## config.mk

```make
export PLATFORM = sky130hd
export DESIGN_NAME = mmio_uart_tx
export DESIGN_NICKNAME = d
export VERILOG_FILES = /design/src/rtl/mmio_uart_tx.sv
export SDC_FILE = /design/constraint.sdc
export NUM_CORES = 1
export LEC_CHECK = 0
export BUFFER_PORTS_ARGS = -buffer_cell sky130_fd_sc_hd__buf_2
export CELL_PAD_IN_SITES_DETAIL_PLACEMENT = 1
export CELL_PAD_IN_SITES_GLOBAL_PLACEMENT = 1
export CORE_UTILIZATION = 30
export CTS_CLUSTER_DIAMETER = 50
export DETAILED_ROUTE_END_ITERATION = 7
export PLACE_DENSITY = 0.61
export SLEW_MARGIN = 15
export SYNTH_ARGS = -nofsm -noshare
export SYNTH_HDL_FRONTEND = slang
export SYNTH_SLANG_ARGS = --single-unit
```

## constraint.sdc

```tcl
create_clock -name clk -period 5 [get_ports clk]
set_clock_uncertainty 0.15 [all_clocks]
set_input_delay 0.5 -clock clk [delete_from_list [all_inputs] [get_ports clk]]
set_output_delay 0.5 -clock clk [all_outputs]
set_load 0.05 [all_outputs]
```

## src/rtl/mmio_uart_tx.sv

```systemverilog
// rtl/mmio_uart_tx.sv - memory-mapped 8N1 UART transmitter with a small TX FIFO
//
// Ports:
//   clk             system clock, all state updates on the rising edge
//   rst             asynchronous active-high reset
//   address         CPU data address; window chosen by MMIO_BASE_UART / MMIO_MASK_UART
//   write_data      CPU write data
//   write_data_sig  CPU write strobe
//   read_data       register read data, combinational, 0 when not selected
//   selected        address hits this register window, combinational
//   out             serial TX line, idle high
//   irq             level interrupt: irq_en & FIFO empty & serializer idle
//
// Registers (index = address[3:2]):
//   0 TXDATA  W    push write_data[7:0]; reads 0
//   1 STATUS  R/W1C  {count[8:4], overflow[3], busy[2], empty[1], full[0]}
//   2 DIV     R/W  bit period in clk cycles; 0 is stored as 1
//   3 CTRL    R/W  bit0 irq_en
module mmio_uart_tx #(
    parameter logic [31:0] MMIO_BASE_UART = 32'hA000_0000,
    parameter logic [31:0] MMIO_MASK_UART = 32'hFFFF_FFF0,
    parameter int          FIFO_DEPTH     = 4,
    parameter logic [15:0] DEFAULT_DIV    = 16'd868
) (
    input  logic        clk,
    input  logic        rst,
    input  logic [31:0] address,
    input  logic [31:0] write_data,
    input  logic        write_data_sig,
    output logic [31:0] read_data,
    output logic        selected,
    output logic        out,
    output logic        irq
);

    localparam int PW = $clog2(FIFO_DEPTH);
    localparam int CW = PW + 1;
    localparam logic [CW-1:0] FULL_COUNT = CW'(FIFO_DEPTH);

    typedef enum logic [1:0] {
        S_IDLE  = 2'd0,
        S_START = 2'd1,
        S_DATA  = 2'd2,
        S_STOP  = 2'd3
    } state_t;

    // Register state
    state_t         r_state;
    logic [7:0]     r_mem [FIFO_DEPTH];
    logic [PW-1:0]  r_wr_ptr;
    logic [PW-1:0]  r_rd_ptr;
    logic [CW-1:0]  r_count;
    logic           r_overflow;
    logic [15:0]    r_div;
    logic           r_irq_en;
    logic [7:0]     r_shift;
    logic [2:0]     r_bit_idx;
    logic [15:0]    r_baud;
    logic [15:0]    r_period;

    // Combinational signals
    state_t         w_state_nx;
    logic [1:0]     w_reg_idx;
    logic           w_wr;
    logic           w_push;
    logic           w_push_ok;
    logic           w_pop;
    logic           w_full;
    logic           w_empty;
    logic           w_busy;
    logic           w_baud_end;
    logic [4:0]     w_count_field;
    logic [15:0]    w_div_wr;
    logic           w_unused_wdata;

    // ------------------------------------------------------------------
    // Address decode
    // ------------------------------------------------------------------
    assign selected  = ((address & MMIO_MASK_UART) == MMIO_BASE_UART);
    assign w_reg_idx = address[3:2];
    assign w_wr      = selected & write_data_sig;
    assign w_push    = w_wr && (w_reg_idx == 2'd0);

    assign w_full        = (r_count == FULL_COUNT);
    assign w_empty       = (r_count == '0);
    assign w_busy        = (r_state != S_IDLE);
    assign w_baud_end    = (r_baud == (r_period - 16'd1));
    assign w_count_field = 5'(r_count);
    assign w_div_wr      = (write_data[15:0] == 16'd0) ? 16'd1 : write_data[15:0];

    // A pop in the same cycle frees a slot, so a push into a full FIFO still lands.
    assign w_push_ok = w_push & (~w_full | w_pop);

    assign w_unused_wdata = ^write_data[31:16];

    // ------------------------------------------------------------------
    // Serializer FSM: state register
    // ------------------------------------------------------------------
    always_ff @(posedge clk or posedge rst) begin
        if (rst) begin
            r_state <= S_IDLE;
        end else begin
            r_state <= w_state_nx;
        end
    end

    // Serializer FSM: next state and pop request
    always_comb begin
        w_state_nx = r_state;
        w_pop      = 1'b0;
        case (r_state)
            S_IDLE: begin
                if (!w_empty) begin
                    w_pop      = 1'b1;
                    w_state_nx = S_START;
                end
            end
            S_START: begin
                if (w_baud_end) begin
                    w_state_nx = S_DATA;
                end
            end
            S_DATA: begin
                if (w_baud_end && (r_bit_idx == 3'd7)) begin
                    w_state_nx = S_STOP;
                end
            end
            S_STOP: begin
                if (w_baud_end) begin
                    // Chain straight into the next frame so back-to-back bytes have no idle gap.
                    if (!w_empty) begin
                        w_pop      = 1'b1;
                        w_state_nx = S_START;
                    end else begin
                        w_state_nx = S_IDLE;
                    end
                end
            end
            default: begin
                w_state_nx = S_IDLE;
            end
        endcase
    end

    // ------------------------------------------------------------------
    // Serializer datapath: shift register, bit index, baud counter, period
    // ------------------------------------------------------------------
    always_ff @(posedge clk or posedge rst) begin
        if (rst) begin
            r_shift   <= 8'd0;
            r_bit_idx <= 3'd0;
            r_baud    <= 16'd0;
            r_period  <= DEFAULT_DIV;
        end else if (w_pop) begin
            // The divisor is sampled once per frame so DIV writes never stretch a frame in flight.
            r_shift   <= r_mem[r_rd_ptr];
            r_period  <= r_div;
            r_baud    <= 16'd0;
            r_bit_idx <= 3'd0;
        end else if (r_state != S_IDLE) begin
            if (w_baud_end) begin
                r_baud <= 16'd0;
                if (r_state == S_DATA) begin
                    r_shift   <= r_shift >> 1;
                    r_bit_idx <= r_bit_idx + 3'd1;
                end
            end else begin
                r_baud <= r_baud + 16'd1;
            end
        end
    end

    // Line driven straight from state so a reset returns it high immediately.
    always_comb begin
        out = 1'b1;
        case (r_state)
            S_START: out = 1'b0;
            S_DATA:  out = r_shift[0];
            default: out = 1'b1;
        endcase
    end

    // ------------------------------------------------------------------
    // TX FIFO
    // ------------------------------------------------------------------
    always_ff @(posedge clk) begin
        if (w_push_ok) begin
            r_mem[r_wr_ptr] <= write_data[7:0];
        end
    end

    always_ff @(posedge clk or posedge rst) begin
        if (rst) begin
            r_wr_ptr <= '0;
            r_rd_ptr <= '0;
            r_count  <= '0;
        end else begin
            if (w_push_ok) begin
                r_wr_ptr <= r_wr_ptr + PW'(1);
            end
            if (w_pop) begin
                r_rd_ptr <= r_rd_ptr + PW'(1);
            end
            case ({w_push_ok, w_pop})
                2'b10:   r_count <= r_count + CW'(1);
                2'b01:   r_count <= r_count - CW'(1);
                default: r_count <= r_count;
            endcase
        end
    end

    // ------------------------------------------------------------------
    // Control registers
    // ------------------------------------------------------------------
    always_ff @(posedge clk or posedge rst) begin
        if (rst) begin
            r_overflow <= 1'b0;
            r_div      <= DEFAULT_DIV;
            r_irq_en   <= 1'b0;
        end else begin
            if (w_push && !w_push_ok) begin
                r_overflow <= 1'b1;
            end else if (w_wr && (w_reg_idx == 2'd1) && write_data[3]) begin
                r_overflow <= 1'b0;
            end
            if (w_wr && (w_reg_idx == 2'd2)) begin
                r_div <= w_div_wr;
            end
            if (w_wr && (w_reg_idx == 2'd3)) begin
                r_irq_en <= write_data[0];
            end
        end
    end

    // ------------------------------------------------------------------
    // Read mux and interrupt
    // ------------------------------------------------------------------
    always_comb begin
        read_data = 32'd0;
        if (selected) begin
            case (w_reg_idx)
                2'd1:    read_data = {23'd0, w_count_field, r_overflow, w_busy, w_empty, w_full};
                2'd2:    read_data = {16'd0, r_div};
                2'd3:    read_data = {31'd0, r_irq_en};
                default: read_data = 32'd0;
            endcase
        end
    end

    assign irq = r_irq_en & w_empty & (r_state == S_IDLE);

endmodule

```

==> results of run 1 <==
-- path summary, 6_finish.rpt --
path | depth (start not counted) | to | from
hold / removal | 2 | r_baud[1] | rst
min in group clk | 2 | r_div[10] | write_data[10]
hold reg to reg | 1 | r_period[15] | r_div[15]
setup / recovery | 14 | r_count[2] | r_period[0]
max in group asynchronous | 3 | r_div[9] | rst
setup reg to reg | 14 | r_count[2] | r_period[0]
-- through the flow --
stage | hold slack [ns] | worst slack, ns | instances | utilization, % | power, mW
after floorplan | 0.317 | 1.38 | 498 | - | 0.927
after global placement | 0.331 | 1.08 | 768 | 33.9 | 0.951
after detailed placement | 0.338 | 0.991 | 768 | 33.9 | 0.952
after CTS | 0.163 | 0.948 | 784 | 35.4 | 1.64
after global routing | 0.204 | 0.649 | 784 | 35.4 | 1.68
final | 0.146 | 0.978 | 784 | 35.4 | 1.61
-- synthesized netlist by cell type (3+ instances only) --
cell type,n
sky130_fd_sc_hd__dfrtp_1,60
sky130_fd_sc_hd__edfxtp_1,32
sky130_fd_sc_hd__nor2_1,28
sky130_fd_sc_hd__o21ai_0,25
sky130_fd_sc_hd__mux2_2,21
sky130_fd_sc_hd__nand3_1,20
sky130_fd_sc_hd__buf_4,18
sky130_fd_sc_hd__inv_1,16
sky130_fd_sc_hd__and2_1,15
sky130_fd_sc_hd__and3_1,15
sky130_fd_sc_hd__a21o_1,14
sky130_fd_sc_hd__nand2_1,14
sky130_fd_sc_hd__mux2_1,13
sky130_fd_sc_hd__nor4_1,13
sky130_fd_sc_hd__xnor2_1,13
sky130_fd_sc_hd__ha_1,12
sky130_fd_sc_hd__nor3b_1,12
sky130_fd_sc_hd__dfstp_2,10
sky130_fd_sc_hd__mux2_4,10
sky130_fd_sc_hd__clkbuf_1,9
sky130_fd_sc_hd__a21oi_1,8
sky130_fd_sc_hd__mux4_2,8
sky130_fd_sc_hd__a22oi_1,7
sky130_fd_sc_hd__mux2i_1,7
sky130_fd_sc_hd__xor2_1,7
sky130_fd_sc_hd__nand2b_1,6
sky130_fd_sc_hd__nand4_1,6
sky130_fd_sc_hd__nor3_1,6
sky130_fd_sc_hd__a211oi_1,5
sky130_fd_sc_hd__buf_6,4
sky130_fd_sc_hd__a31oi_1,3
sky130_fd_sc_hd__buf_2,3
sky130_fd_sc_hd__nor2b_1,3
sky130_fd_sc_hd__nor4b_1,3
-- cell type report --
cell class | count | area (um2)
fill | 2038 | 11700
sequential | 102 | 2730
multi-input combinational | 344 | 2660
timing repair buffer | 77 | 410
tap | 229 | 287
clock buffer | 10 | 229
inverter | 16 | 60.1
clock inverter | 6 | 56.3
-- sequential cells by signal (all words and copies together) (netlist names) --
register and cells:
r_bit_idx 3, r_overflow 1, r_irq_en 1, r_count 3, r_shift 8, r_wr_ptr 2
r_period 16, r_rd_ptr 2, r_div 16, r_mem 32, r_baud 16, r_state 2
-- cell families (layout without fill, tap and decap cells) --
| family | Yosys count | in the layout | share of synthesized area [%] |
|---|---|---|---|
| other | 1 | 16 | 0.0666 |
| buffers and inverters | 52 | 109 | 5.27 |
| adders and majority gates | 13 | 13 | 3.02 |
| muxes | 59 | 59 | 13.9 |
| DFF | 102 | 102 | 48.4 |
| AOI/OAI and AO/OA | 81 | 81 | 9.58 |
| and+or+nand+nor | 155 | 155 | 16.6 |
| xor gates and xnor gates | 20 | 20 | 3.11 |
-- power breakdown --
part | switching [mW] | internal (mW) | total [mW]
combinational | 0.0563 | 0.0166 | 0.0729
sequential | 0.0000000393 | 0.861 | 0.861
clock | 0.333 | 0.349 | 0.681
-- metal layers --
| metal | global-route usage (%) | vias up | part of all wire [%] | wire length, um |
|---|---|---|---|---|
| met5 | 0 | - | 0 | 0 |
| met3 | 2.31 | 13 | 3.1 | 428 |
| met1 | 20.1 | 2039 | 47 | 6600 |
| met4 | 5.67 | 0 | 1.3 | 187 |
| met2 | 25.7 | 89 | 48 | 6760 |
| li1 | - | 1890 | - | - |
==> flow_summary.json, run 1 <==
{
  "detailroute.via_count": 4031,
  "design.die.area_um2": 19300,
  "fraction_of_layout_instances_using_a_drive_strength_above_1_pct": 27.6,
  "crit_path_end_kind": "register",
  "portBuffers": 67,
  "design.portCount": 102,
  "ctsRootBufferMaster": "sky130_fd_sc_hd__clkbuf_16",
  "placed_area_um2": 6140,
  "number_of_flip_flops_and_latches_in_the_synthesized_netlist": 102,
  "initial_antenna_violation_count": 0,
  "critical_path_required_ns": 5.09,
  "post-cts-setup-buffers": 0,
  "slew-limit-headroom_pct": 27.0,
  "post-route-period-util_pct": 80.4,
  "final_standard_cell_area_without_fillers_um2": 6430,
  "synth_edf_count": 32,
  "final_common_cell": "sky130_fd_sc_hd__buf_2",
  "postSynthCellCount": 483,
  "finalWirelength_um": 14000,
  "worst_setup_hold_path_clk_slew_ns": 0.07,
  "setup_tns_ns": 0,
  "top_cell_type_s_share_of_synthesized_area_pct": 26.7,
  "critical_path.max_fanout": 9,
  "rows": 49,
  "grt_overflow": 0,
  "ys.flop_type": "sky130_fd_sc_hd__dfrtp_1",
  "tritoncts": "yes",
  "critPathLaunchType": "register",
  "yosys-top-cells-area": "sky130_fd_sc_hd__dfrtp_1 (27%), sky130_fd_sc_hd__edfxtp_1 (17%), sky130_fd_sc_hd__dfstp_2 (4.7%)",
  "ant_nets": 0,
  "layout.cells.most_common_list": "sky130_fd_sc_hd__buf_2 (67), sky130_fd_sc_hd__dfrtp_1 (60), sky130_fd_sc_hd__edfxtp_1 (32), sky130_fd_sc_hd__nor2_1 (28), sky130_fd_sc_hd__o21ai_0 (25)",
  "worst_skew_late_latency_ns": 0.36,
  "post-route-drc-count": 0,
  "floorplan_die_width_um": 139,
  "grt_pass1_wl_um": 23100,
  "worst_slew_pin_slew_ns": 1.09,
  "cp_num_buf_inv": 2,
  "maxSlewViolCount": 0,
  "dp_hpwl_um": 10600,
  "hold_viol_final": 0,
  "report.final.setup_viol": 0,
  "htree_levels": 3,
  "cts_hold_repair.buffers": 0,
  "critPathTopFamily": "simple AND/OR/NAND/NOR gates",
  "post_synth_instance_area_um2": 5630,
  "cpMaxStageDelayCell": "sky130_fd_sc_hd__nor4b_4",
  "vdd_ir_drop_max_uv": 153,
  "crit_type": "register to register",
  "core_area_um2": 18100,
  "layout.nets": 630,
  "syn-mean-instance-area_um2": 11.7,
  "ys_types": 65,
  "wire_per_inst_um": 17.8,
  "fp.dieH_um": 139,
  "weighted_congestion_reported_at_the_end_of_routability_driven_placement": 0.824,
  "leakage_nw": 2.94,
  "path_cells": "inv_1, ha_1, nor4b_4, nand4_1, a222oi_1, o2111ai_1, nor4_4, buf_4, a21o_1, nand3_1, fa_1, nor3b_1, mux2_2, a211oi_1",
  "gr-usage-all-layers_pct": 15.4,
  "post_cts_resize_count": 0,
  "final_min_period_ns": 4.02,
  "timing.fmax_mhz": 249,
  "cts_inserted_buffers": 9,
  "timing.reg2reg.setup_slack_ns": 0.98,
  "worst-endpoint-arrival_ns": 4.11,
  "synth_top_cell_by_area": "sky130_fd_sc_hd__dfrtp_1",
  "cp_slowest_stage_delay_ns": 0.49,
  "pwr_density_cell_nw_per_um2": 251,
  "setup_repair_after_global_routing_missed_its_margin": "no",
  "result_of_the_run": "finished, final reports clean",
  "count_of_inserted_antenna_diode_cells": 0,
  "cts_max_path_buffers": 2,
  "maxCapViolCount": 0,
  "async_flop_share_pct": 68.6,
  "first_iter_violations": 201,
  "clock_sink_total": 102,
  "synth.yosys.seq_area_share_pct": 48.4,
  "area_delta_synth_final_pct": 14.3,
  "synth.yosys.warnings": 0,
  "dr.pass1.iters": 6,
  "holdCritPathClass": "primary input to async pin",
  "via_per_inst": 5.14,
  "initial_core_util_pct": 31.0,
  "grt_max_degree": 38,
  "vias_in_the_first_global_route": 4292
}
(Power assumes the default switching activity.)
==> inputs of run 2 (changes only) <==
ABC_AREA = 1   (was not set)
PLACE_DENSITY = 0.63   (was 0.61)
clock period = 3.76 ns   (was 5 ns; I/O delays follow)
==> run 2 against run 1 <==
Non-clock buffer count up 3; combinational power up 48%; clock power up 43%; cell count up 29%; critical path type unchanged.
==> flow_summary.json, run 2 <==
{
  "result_of_the_run": "finished, final reports clean",
  "syn-mean-instance-area_um2": 8.70,
  "fraction_of_layout_instances_using_a_drive_strength_above_1_pct": 20.9,
  "grt_pass1_wl_um": 25800,
  "final_min_period_ns": 3.13,
  "synth_edf_count": 32,
  "rows": 50,
  "portBuffers": 67,
  "timing.fmax_mhz": 319,
  "finalHoldWorstSlack_ns": 0.0169,
  "ys_types": 53,
  "vias_in_the_first_global_route": 4978,
  "async_flop_share_pct": 68.6,
  "setup_tns_ns": 0,
  "floorplan_die_width_um": 142,
  "hold_viol_final": 0,
  "count_of_inserted_antenna_diode_cells": 0,
  "htree_levels": 3,
  "crit_path_end_kind": "register",
  "post_synth_instance_area_um2": 5850,
  "holdCritPathClass": "primary input to async pin",
  "grt_max_degree": 51,
  "num-fill-cells": 2264,
  "postSynthCellCount": 672,
  "finalWirelength_um": 15500,
  "core_area_um2": 18900,
  "tritoncts": "yes",
  "ys.flop_type": "sky130_fd_sc_hd__dfrtp_1",
  "multiInputGateArea_um2": 2620,
  "pwr_density_cell_nw_per_um2": 330,
  "gr-usage-all-layers_pct": 16.7,
  "maxSlewViolCount": 0,
  "placedCellCount": 994,
  "initial_core_util_pct": 30.9,
  "ant_nets": 0,
  "path_cells": "inv_1, ha_1, nand3_2, nor2_4, nand2_1, nand2_1, nand2_1, nor2_2, nand2_2, nor2_4, nand3_2, nand2_2, nand3_1, fa_1, inv_1, nand4_1, nand3_1, nand2_1, inv_1",
  "largest-register": "r_mem",
  "dr.pass1.iters": 4,
  "leakage_nw": 3.07,
  "worst_skew_late_latency_ns": 0.36,
  "worst-endpoint-arrival_ns": 3.28,
  "initial_antenna_violation_count": 0,
  "area_delta_synth_final_pct": 15.3,
  "synth_top_cell_by_area": "sky130_fd_sc_hd__dfrtp_1",
  "timing.reg2reg.setup_slack_ns": 0.63,
  "layout.nets": 825,
  "post_layout_nonfiller_instances": 1010,
  "max_ffs_per_register": 32,
  "cts_inserted_buffers": 9,
  "first_iter_violations": 153,
  "final_standard_cell_area_without_fillers_um2": 6740,
  "layout.cells.most_common_list": "sky130_fd_sc_hd__nand2_1 (134), sky130_fd_sc_hd__inv_1 (84), sky130_fd_sc_hd__buf_2 (67), sky130_fd_sc_hd__dfrtp_1 (60), sky130_fd_sc_hd__nor2_1 (53)",
  "design.die.area_um2": 20100,
  "fp.dieH_um": 142,
  "setup_repair_after_global_routing_missed_its_margin": "no",
  "wire_per_inst_um": 15.4,
  "most_frequent_cell_on_the_critical_path": "sky130_fd_sc_hd__nand2_1",
  "via_per_inst": 4.67,
  "ctsRootBufferMaster": "sky130_fd_sc_hd__clkbuf_16",
  "clock_sink_total": 102,
  "post_cts_resize_count": 0,
  "crit_type": "register to register",
  "weighted_congestion_reported_at_the_end_of_routability_driven_placement": 0.781,
  "synth_most_common_cell": "sky130_fd_sc_hd__nand2_1",
  "number_of_flip_flops_and_latches_in_the_synthesized_netlist": 102,
  "post-route-drc-count": 0,
  "synth.yosys.warnings": 0,
  "worst_setup_hold_path_clk_slew_ns": 0.07,
  "cp_slowest_stage_delay_ns": 0.47,
  "cts_hold_repair.buffers": 0,
  "slew-limit-headroom_pct": 39.5,
  "critPathLaunchType": "register",
  "synth.yosys.seq_area_share_pct": 46.6,
  "top_cell_type_s_share_of_synthesized_area_pct": 25.7,
  "grt_overflow": 0,
  "critical_path_required_ns": 3.91,
  "vdd_ir_drop_max_uv": 311,
  "yosys-top-cells-area": "sky130_fd_sc_hd__dfrtp_1 (26%), sky130_fd_sc_hd__edfxtp_1 (16%), sky130_fd_sc_hd__nand2_1 (8.6%)",
  "dp_hpwl_um": 11800,
  "cpMaxStageDelayCell": "sky130_fd_sc_hd__fa_1",
  "design.portCount": 102,
  "placed_area_um2": 6430,
  "post-route-period-util_pct": 83.4,
  "final_common_cell": "sky130_fd_sc_hd__nand2_1",
  "post_synth_most_frequent_cells": "sky130_fd_sc_hd__nand2_1 (134), sky130_fd_sc_hd__inv_1 (85), sky130_fd_sc_hd__dfrtp_1 (60)",
  "sequential_cell_area_um2": 2730,
  "cts_max_path_buffers": 2,
  "report.final.setup_viol": 0,
  "post-cts-setup-buffers": 0,
  "maxCapViolCount": 0,
  "detailroute.via_count": 4719,
  "worst_slew_pin_slew_ns": 0.907,
  "critical_path.max_fanout": 4
}
## run 2: worst paths after layout
kind | from | to | cells after the start
hold / removal | rst | r_period[15] | 2
hold reg to reg | r_div[2] | r_period[2] | 2
max in group asynchronous | rst | r_wr_ptr[1] | 3
setup reg to reg | r_period[0] | r_count[2] | 19
min in group clk | write_data[12] | r_div[12] | 3
setup / recovery | r_period[0] | r_count[2] | 19
## run 2: where the power goes
group / switching, mW / total, mW / internal (mW) / leakage [nW]
registers: 0.0000000281 / 1.14 / 1.14 / 1.06
logic: 0.0830 / 0.108 / 0.0246 / 1.87
clock network: 0.450 / 0.975 / 0.525 / 0.144
total: 0.533 / 2.23 / 1.69 / 3.07
## run 2: cells by family (layout without fill, tap and decap cells)
kind of cell             after synthesis  count (layout)  share of synthesized area, %
AO/OA/AOI/OAI                        116             116                          12.4
XOR/XNOR                              30              30                          4.86
adder cells (fa/ha/maj)               13              13                          2.91
buffers and inverters                120             183                          9.48
flip-flops                           102             102                          46.6
other                                  1              16                        0.0641
AND/OR/NAND/NOR                      290             290                          23.7
## run 2: layout make-up
class	instances	area share [%]
Multi-Input combinational cell	465	38.9
Timing Repair Buffer	80	6.42
Inverter	87	4.86
Clock buffer	9	3.34
Sequential cell	102	40.4
Clock inverter	7	1.19
Tap cell	260	4.83
## run 2: stage by stage
| stage | setup WS (ns) | utilization (%) | power, mW |
|---|---|---|---|
| after floorplan | 0.214 | - | 1.24 |
| after global placement | 0.728 | 34.1 | 1.27 |
| after detailed placement | 0.618 | 34.1 | 1.28 |
| after CTS | 0.600 | 35.7 | 2.25 |
| after global routing | 0.329 | 35.7 | 2.30 |
| final | 0.626 | 35.7 | 2.23 |
## run 2: routing by layer
layer / vias to the layer above / global-route usage (%) / routed length (um)
met5: - / 0 / 0
met4: 0 / 4.70 / 246
met3: 14 / 3.00 / 358
met2: 47 / 29.7 / 8150
met1: 2331 / 20.6 / 6760
li1: 2327 / - / -
## run 2: critical path, delay by kind of cell (launching register included)
kind / cells / cell delay [ns]
fa+ha+maj: 2 / 0.71
buf+inv: 3 / 0.28
flops: 1 / 0.41
simple gates: 14 / 1.51
